### src/rtl/instr_fetch_unit.sv
// Instruction fetch front end: streams sequential words to the ISA decoder with stall, branch redirect and halt.
// Define IFU_PERF_CNT_EN to build the instr_cnt/stall_cnt performance counters; otherwise both read 0.
module instr_fetch_unit #(
    parameter int dwidth_inst = 32,
    parameter int dwidth_pc   = 10
) (
    input  logic                   clk,
    input  logic                   rst_n,
    input  logic                   start,
    output logic                   imem_en,
    output logic [dwidth_pc-1:0]   imem_addr,
    input  logic [dwidth_inst-1:0] imem_rdata,
    output logic [dwidth_inst-1:0] instr,
    output logic                   instr_valid,
    input  logic                   is_not_vect,
    input  logic                   branch_taken,
    input  logic [11:0]            branch_immediate,
    input  logic                   ap_done,
    output logic                   done_steady,
    output logic [dwidth_pc-1:0]   pc,
    output logic [31:0]            instr_cnt,
    output logic [31:0]            stall_cnt,
    output logic [1:0]             fsm_state
);

    // Handshake: instr/pc are consumed on every cycle with instr_valid & is_not_vect; while
    // is_not_vect=0 nothing moves and the memory read is suppressed so imem_rdata holds instr.
    typedef enum logic [1:0] {
        S_IDLE = 2'd0,
        S_FILL = 2'd1,
        S_RUN  = 2'd2,
        S_HALT = 2'd3
    } state_t;

    state_t                 state;
    state_t                 state_nxt;
    logic [dwidth_pc-1:0]   fetch_ptr;
    logic                   valid_q;
    logic                   live;
    logic                   halt_req;
    logic                   redirect;
    logic                   start_accept;
    logic [31:0]            br_off;
    logic [dwidth_pc-1:0]   br_target;
    logic                   unused_bits;

    assign fsm_state    = state;
    assign live         = (state == S_RUN) && valid_q;
    assign halt_req     = ap_done && live;
    assign redirect     = branch_taken && live && is_not_vect && !ap_done;
    assign start_accept = start && ((state == S_IDLE) || (state == S_HALT));

    // imm[12:1] is a byte offset; dropping bit 1 gives the word offset, wrapped to the PC width.
    assign br_off      = {{21{branch_immediate[11]}}, branch_immediate[11:1]};
    assign br_target   = pc + br_off[dwidth_pc-1:0];
    assign unused_bits = ^{branch_immediate[0], br_off[31:dwidth_pc]};

    always_ff @(posedge clk or negedge rst_n) begin
        if (!rst_n) begin
            state <= S_IDLE;
        end else begin
            state <= state_nxt;
        end
    end

    always_comb begin
        state_nxt = state;
        unique case (state)
            S_IDLE:  if (start) state_nxt = S_FILL;
            S_FILL:  state_nxt = S_RUN;
            S_RUN:   if (halt_req) state_nxt = S_HALT;
            S_HALT:  if (start) state_nxt = S_FILL;
            default: state_nxt = S_IDLE;
        endcase
    end

    always_comb begin
        imem_en     = 1'b0;
        imem_addr   = '0;
        instr_valid = 1'b0;
        instr       = '0;
        done_steady = 1'b0;
        unique case (state)
            S_FILL: begin
                imem_en     = 1'b1;
                done_steady = 1'b1;
            end
            S_RUN: begin
                done_steady = 1'b1;
                instr_valid = live;
                instr       = live ? imem_rdata : '0;
                imem_en     = is_not_vect && !halt_req && !redirect;
                imem_addr   = fetch_ptr;
            end
            default: begin
                imem_en = 1'b0;
            end
        endcase
    end

    // A redirect only loads the target; the bubble cycle that follows performs its fetch.
    always_ff @(posedge clk or negedge rst_n) begin
        if (!rst_n) begin
            fetch_ptr <= '0;
            pc        <= '0;
            valid_q   <= 1'b0;
        end else begin
            unique case (state)
                S_IDLE, S_HALT: begin
                    if (start) begin
                        fetch_ptr <= '0;
                        pc        <= '0;
                        valid_q   <= 1'b0;
                    end
                end
                S_FILL: begin
                    fetch_ptr <= dwidth_pc'(1);
                    pc        <= '0;
                    valid_q   <= 1'b1;
                end
                S_RUN: begin
                    if (halt_req) begin
                        valid_q <= 1'b0;
                    end else if (redirect) begin
                        fetch_ptr <= br_target;
                        valid_q   <= 1'b0;
                    end else if (is_not_vect) begin
                        pc        <= fetch_ptr;
                        fetch_ptr <= fetch_ptr + dwidth_pc'(1);
                        valid_q   <= 1'b1;
                    end
                end
                default: begin
                    valid_q <= 1'b0;
                end
            endcase
        end
    end

`ifdef IFU_PERF_CNT_EN
    logic [31:0] instr_cnt_q;
    logic [31:0] stall_cnt_q;

    always_ff @(posedge clk or negedge rst_n) begin
        if (!rst_n) begin
            instr_cnt_q <= '0;
            stall_cnt_q <= '0;
        end else if (start_accept) begin
            instr_cnt_q <= '0;
            stall_cnt_q <= '0;
        end else begin
            if (live && is_not_vect && (instr_cnt_q != '1)) begin
                instr_cnt_q <= instr_cnt_q + 32'd1;
            end
            if ((state == S_RUN) && !is_not_vect && (stall_cnt_q != '1)) begin
                stall_cnt_q <= stall_cnt_q + 32'd1;
            end
        end
    end

    assign instr_cnt = instr_cnt_q;
    assign stall_cnt = stall_cnt_q;
`else
    logic unused_start_accept;
    assign unused_start_accept = start_accept;
    assign instr_cnt = '0;
    assign stall_cnt = '0;
`endif

endmodule

### config.mk
export PLATFORM = sky130hd
export DESIGN_NAME = instr_fetch_unit
export DESIGN_NICKNAME = d
export VERILOG_FILES = /design/src/rtl/instr_fetch_unit.sv
export SDC_FILE = /design/constraint.sdc
export NUM_CORES = 1
export LEC_CHECK = 0
export CORE_MARGIN = 4
export CORE_UTILIZATION = 36
export DETAILED_ROUTE_END_ITERATION = 6
export PLACE_DENSITY_LB_ADDON = 0.05
export SLEW_MARGIN = 20
export SYNTH_ARGS = -nofsm -noshare
export SYNTH_HDL_FRONTEND = slang
export SYNTH_SLANG_ARGS = --single-unit
### constraint.sdc
create_clock -name clk -period 2.6 [get_ports clk]
set_input_delay 0.26 -clock clk [delete_from_list [all_inputs] [get_ports clk]]
set_output_delay 0.26 -clock clk [all_outputs]
set_load 0.02 [all_outputs]
# == After elaboration in Yosys (flattened, before gate mapping) ==
# Index checks and enable logic that the tools add are counted.
# word_totals
wordCells,56
input_bits,50
regBits,23
output_inout_bits,121
# classes
n_addsub,2
mux,23
eq_ne,10
n_reduce_logical,17
# ops
operator,n
$mux W10,8
$mux W32,2
$pmux W10 S3,2
$add A10 B1 Y10 const B,1
$add A10 B10 Y10,1
$ne A2 B2 Y1 const B,4
$logic_and A1 B1 Y1,7
$mux W1,6
$pmux W2 S3,1
$eq A2 B2 Y1 const B,2
$mux W2,2
$ne A4 B4 Y1 const B,1
$reduce_and A2 Y1,2
$reduce_and A4 Y1,1
$reduce_or A2 Y1,2
$logic_not A1 Y1,3
$ne A3 B3 Y1 const B,1
$pmux W1 S3,1
$reduce_and A3 Y1,1
$eq A2 B1 Y1 const B,1
$logic_not A2 Y1,1
$ne A2 B1 Y1 const B,1
$pmux W1 S2,1

# == Depth between registers and ports, before layout ==
# depth
ltp_word,8
depth_mapped,8
mapped_depth_nobuf,7

# == Worst setup path before layout ==
# No wires, ideal clock.
# synth_path
kind,reg2reg
from,reg pc[0]
to,reg fetch_ptr[8]
setup_ps,116
period_less_slack_ps,2013
path_stages_with_launch,8
required_time_ps,2484
path_buffers,0
slack_ps,587
t_arrival_ps,1898
cell_sequence,dfrtp_1 > ha_1 > fa_1 > a211oi_1 > o21bai_1 > o22ai_1 > xor2_1 > o311ai_0
# synth_between
elab_chain_cells,4
# synth_lines
item,line_no,text
from (decl),20,"output logic [dwidth_pc-1:0] pc,"
from (signal assigned),128,pc <= fetch_ptr;
$add A10 B10 Y10,55,assign br_target = pc + br_off[dwidth_pc-1:0];
$mux W10,124,end else if (redirect) begin
$mux W10,122,if (halt_req) begin
$pmux W10 S3,108,unique case (state)
to (signal assigned),117,fetch_ptr <= dwidth_pc'(1);
to (signal assigned),125,fetch_ptr <= br_target;
to (signal assigned),129,fetch_ptr <= fetch_ptr + dwidth_pc'(1);
to (decl),37,logic [dwidth_pc-1:0] fetch_ptr;
# No other way between the ends. The select of a mux whose other input is x is not followed.
# A chain may end at the register's enable or synchronous reset.

# == Worst setup path after layout ==
# layout_path
from,reg valid_q
to,out imem_en
# layout_between
elab_chain_cells,7
word_cells_on_any_way,10
classes_between,1 x mux; 9 x reduce/logical
# layout_lines
item,line_no,text
from (decl),38,logic valid_q;
from (signal assigned),106,valid_q <= 1'b0;
from (signal assigned),113,valid_q <= 1'b0;
from (signal assigned),119,valid_q <= 1'b1;
$logic_and A1 B1 Y1 *,48,assign live = (state == S_RUN) && valid_q;
$logic_and A1 B1 Y1 (3 in series),50,assign redirect = branch_taken && live && is_not_vect && !ap_done;
$logic_not A1 Y1,92,imem_en = is_not_vect && !halt_req && !redirect;
$logic_and A1 B1 Y1 *,92,
$pmux W1 S2 *,83,unique case (state)
to (decl),10,"output logic imem_en,"
# Mark *: on every way between the ends. The rest lies on a longest branch, timed or not.

==> reports/qor.yml <==
critPathLaunchType: "flip-flop"
cts_buffer_depth: 2
fin_tns_setup_ns: 0
netlist-cell-type-count: 49
p_sw_w: 0.000751
drive_gt1_share_pct: 7.20
grt_setup_unrepaired: "false"
synth_area_leaders: "dfrtp_1 24%, buf_4 20%, and3_1 9.4%"
dp_hpwl_mm: 5.47
hp-class: "in -> async"
start_util_pct: 37.5
swShare_pct: 46.1
r2r_end: "fetch_ptr[8]"
cts_hold_buf: 0
synth_top_cell_area_share_pct: 23.9
yosys_warnings: 0
routedLengthMet1_mm: 2.71
cap_violations: 0
clkLatencyLatePin_ns: 0.28
cts_made_buffers: 3
worstPathRequired_ns: 2.34
finalCriticalPeriod_ns: 2.31
tritoncts: "built"
maxSlewViolCount: 0
reg2reg_from: "pc[0]"
r2r_cells: 7
coreArea_um2: 6420
grt_use_total_pct: 16.0
fin_nets: 453
wire_per_inst_um: 14.5
antenna_found_initial: 0
grt_max_degree: 24
path_max_fanout: 17
cp.arrival_ns: 2.05
rrSetupSlack_ns: 0.42
ys.flop_type: "dfrtp_1"
viasPerCell: 4.77
power_frac_seq_pct: 26.6
crit_path_end_kind: "output pin"
port_buffers: 104
p_comb_share_pct: 59.2
syn_avg_cell_area_um2: 8.36
vias: 2222
p_leak_nw: 1.65
top_layer: "met4"
finalHoldViolCount: 0
met2_length_mm: 3.38
cts.sinks: 23
synth_most_common_cell: "buf_4"
gr-total-overflow: 0
path_class: "reg -> out"
die_y_um: 89.8
netlist_instances: 288
synthTopCellsByCount: "64 x buf_4, 36 x and3_1, 23 x dfrtp_1"
power.internal_w: 0.000879
met3_length_um: 548
fmax_mhz: 433
finalSetupViolations: 0
yosysSeqAreaShare_pct: 23.9
dieArea_um2: 8060
totalWireLength_mm: 6.77
cts_resized: 0
num_antenna_cells: 0
die-width_um: 89.8
netlist_area_um2: 2410
cts_max_level: 1
drtIter0Drc: 87
grt_pass1_wl_mm: 10.7
pwr-share-clk_pct: 14.2
post_cts_buffers: 0
gp_congestion: 0.757
synth_top_area_cell: "dfrtp_1"
grt_pass1_vias: 2148
finalCritPeriodShare_pct: 88.8
area_delta_synth_final_pct: 38.5
status: "complete, no violations"
io_pins: 171
clockRootBuffer: "clkbuf_8"
postLayoutCellArea_um2: 3330
dr.pass1.iters: 4
synth_edf_count: 0
drt.antenna.violating_nets: 0
synthArstFlopShare_pct: 100
finalClockSkew_ns: 0.0114
ir_drop_v: 0.000494
post_dp_cell_area_um2: 3290
ys_ff_latch: 23
p_per_area_nw_per_um2: 489
drc: 0
clk_pin_slew_worst_paths_ns: 0.09
rows: 29
[sequential cells by signal, indices dropped and copies added (netlist names)]
register,count
fetch_ptr,10
pc,10
valid_q,1
fsm_state,2
[power groups by stage]
stage | Sequential [W] | Combinational (W) | Clock [W]
floorplan | 0.000441 | 0.000660 | 0
global placement | 0.000442 | 0.000975 | 0
detailed placement | 0.000442 | 0.000977 | 0
CTS | 0.000435 | 0.000983 | 0.000246
global route | 0.000442 | 0.00106 | 0.000259
finish | 0.000434 | 0.000965 | 0.000232
[cells in the final DEF (no fill, tap or decap), drive strengths merged, types with 10 or more instances in the layout]
cell | Yosys | routed
and3 | 36 | 36
conb | 1 | 64
ha | 12 | 12
clkdlybuf4s50 | 0 | 104
nor2 | 10 | 10
mux2 | 10 | 10
and2 | 12 | 12
dfrtp | 23 | 23
nand2 | 16 | 16
o21ai | 16 | 16
a21oi | 17 | 17
[layer usage]
| layer | up-vias | GRT usage, % |
|---|---|---|
| met5 | - | 0 |
| met1 | 1030 | 18.6 |
| met4 | 0 | 6.39 |
| li1 | 1083 | - |
| met2 | 99 | 28.6 |
| met3 | 10 | 3.42 |
[critical path, stage by stage (launching register included)]
cell	delay [ns]
dfrtp_1	0.61
inv_1	0.07
o21ai_0	0.31
nor2_1	0.10
nor2_1	0.09
nor2_1	0.04
clkdlybuf4s50_1	0.56
[logic make-up (layout without fill, tap and decap cells)]
family                   after synthesis  in the layout  share of synthesized area [%]
other                                  1             64                          0.156
AND/OR/NAND/NOR                       92             92                           21.8
AO/OA/AOI/OAI                         58             58                           15.9
buffers and inverters                 82            120                           23.2
flip-flops                            23             23                           23.9
multiplexers                          11             11                           5.09
XOR/XNOR                               8              8                           2.91
adder cells (fa/ha/maj)               13             13                           7.07
[stage by stage]
stage          hold WS [ns]  instances  util, %  setup slack (ns)  total power (W)
3_3_place_gp          0.519        462     51.2             0.213          0.00142
4_1_cts               0.349        466     51.9             0.262          0.00166
2_1_floorplan       -0.0356        351        -             0.587          0.00110
5_1_grt               0.363        466     51.9            0.0806          0.00177
3_5_place_dp          0.530        462     51.2             0.163          0.00142
6_report              0.331        466     51.9             0.291          0.00163
[layout make-up]
type / instances / area (µm²)
Clock buffer: 3 / 41.3
Clock inverter: 1 / 5.00
Fill cell: 634 / 3090
Inverter: 7 / 26.3
Multi-Input combinational cell: 246 / 1510
Sequential cell: 23 / 576
Tap cell: 77 / 96.3
Timing Repair Buffer: 109 / 1080
[worst max-delay path by stage]
stage	startpoint	endpoint	slack, ns	cells past startpoint
after global routing	valid_q	imem_en	0.08	6
final	valid_q	imem_en	0.29	6
after floorplan	pc[0]	fetch_ptr[8]	0.59	7
after global placement	branch_immediate[1]	fetch_ptr[8]	0.21	8
after detailed placement	branch_immediate[1]	fetch_ptr[8]	0.16	8
after CTS	valid_q	imem_en	0.26	6
No activity file was read; power rests on OpenSTA's default activity.
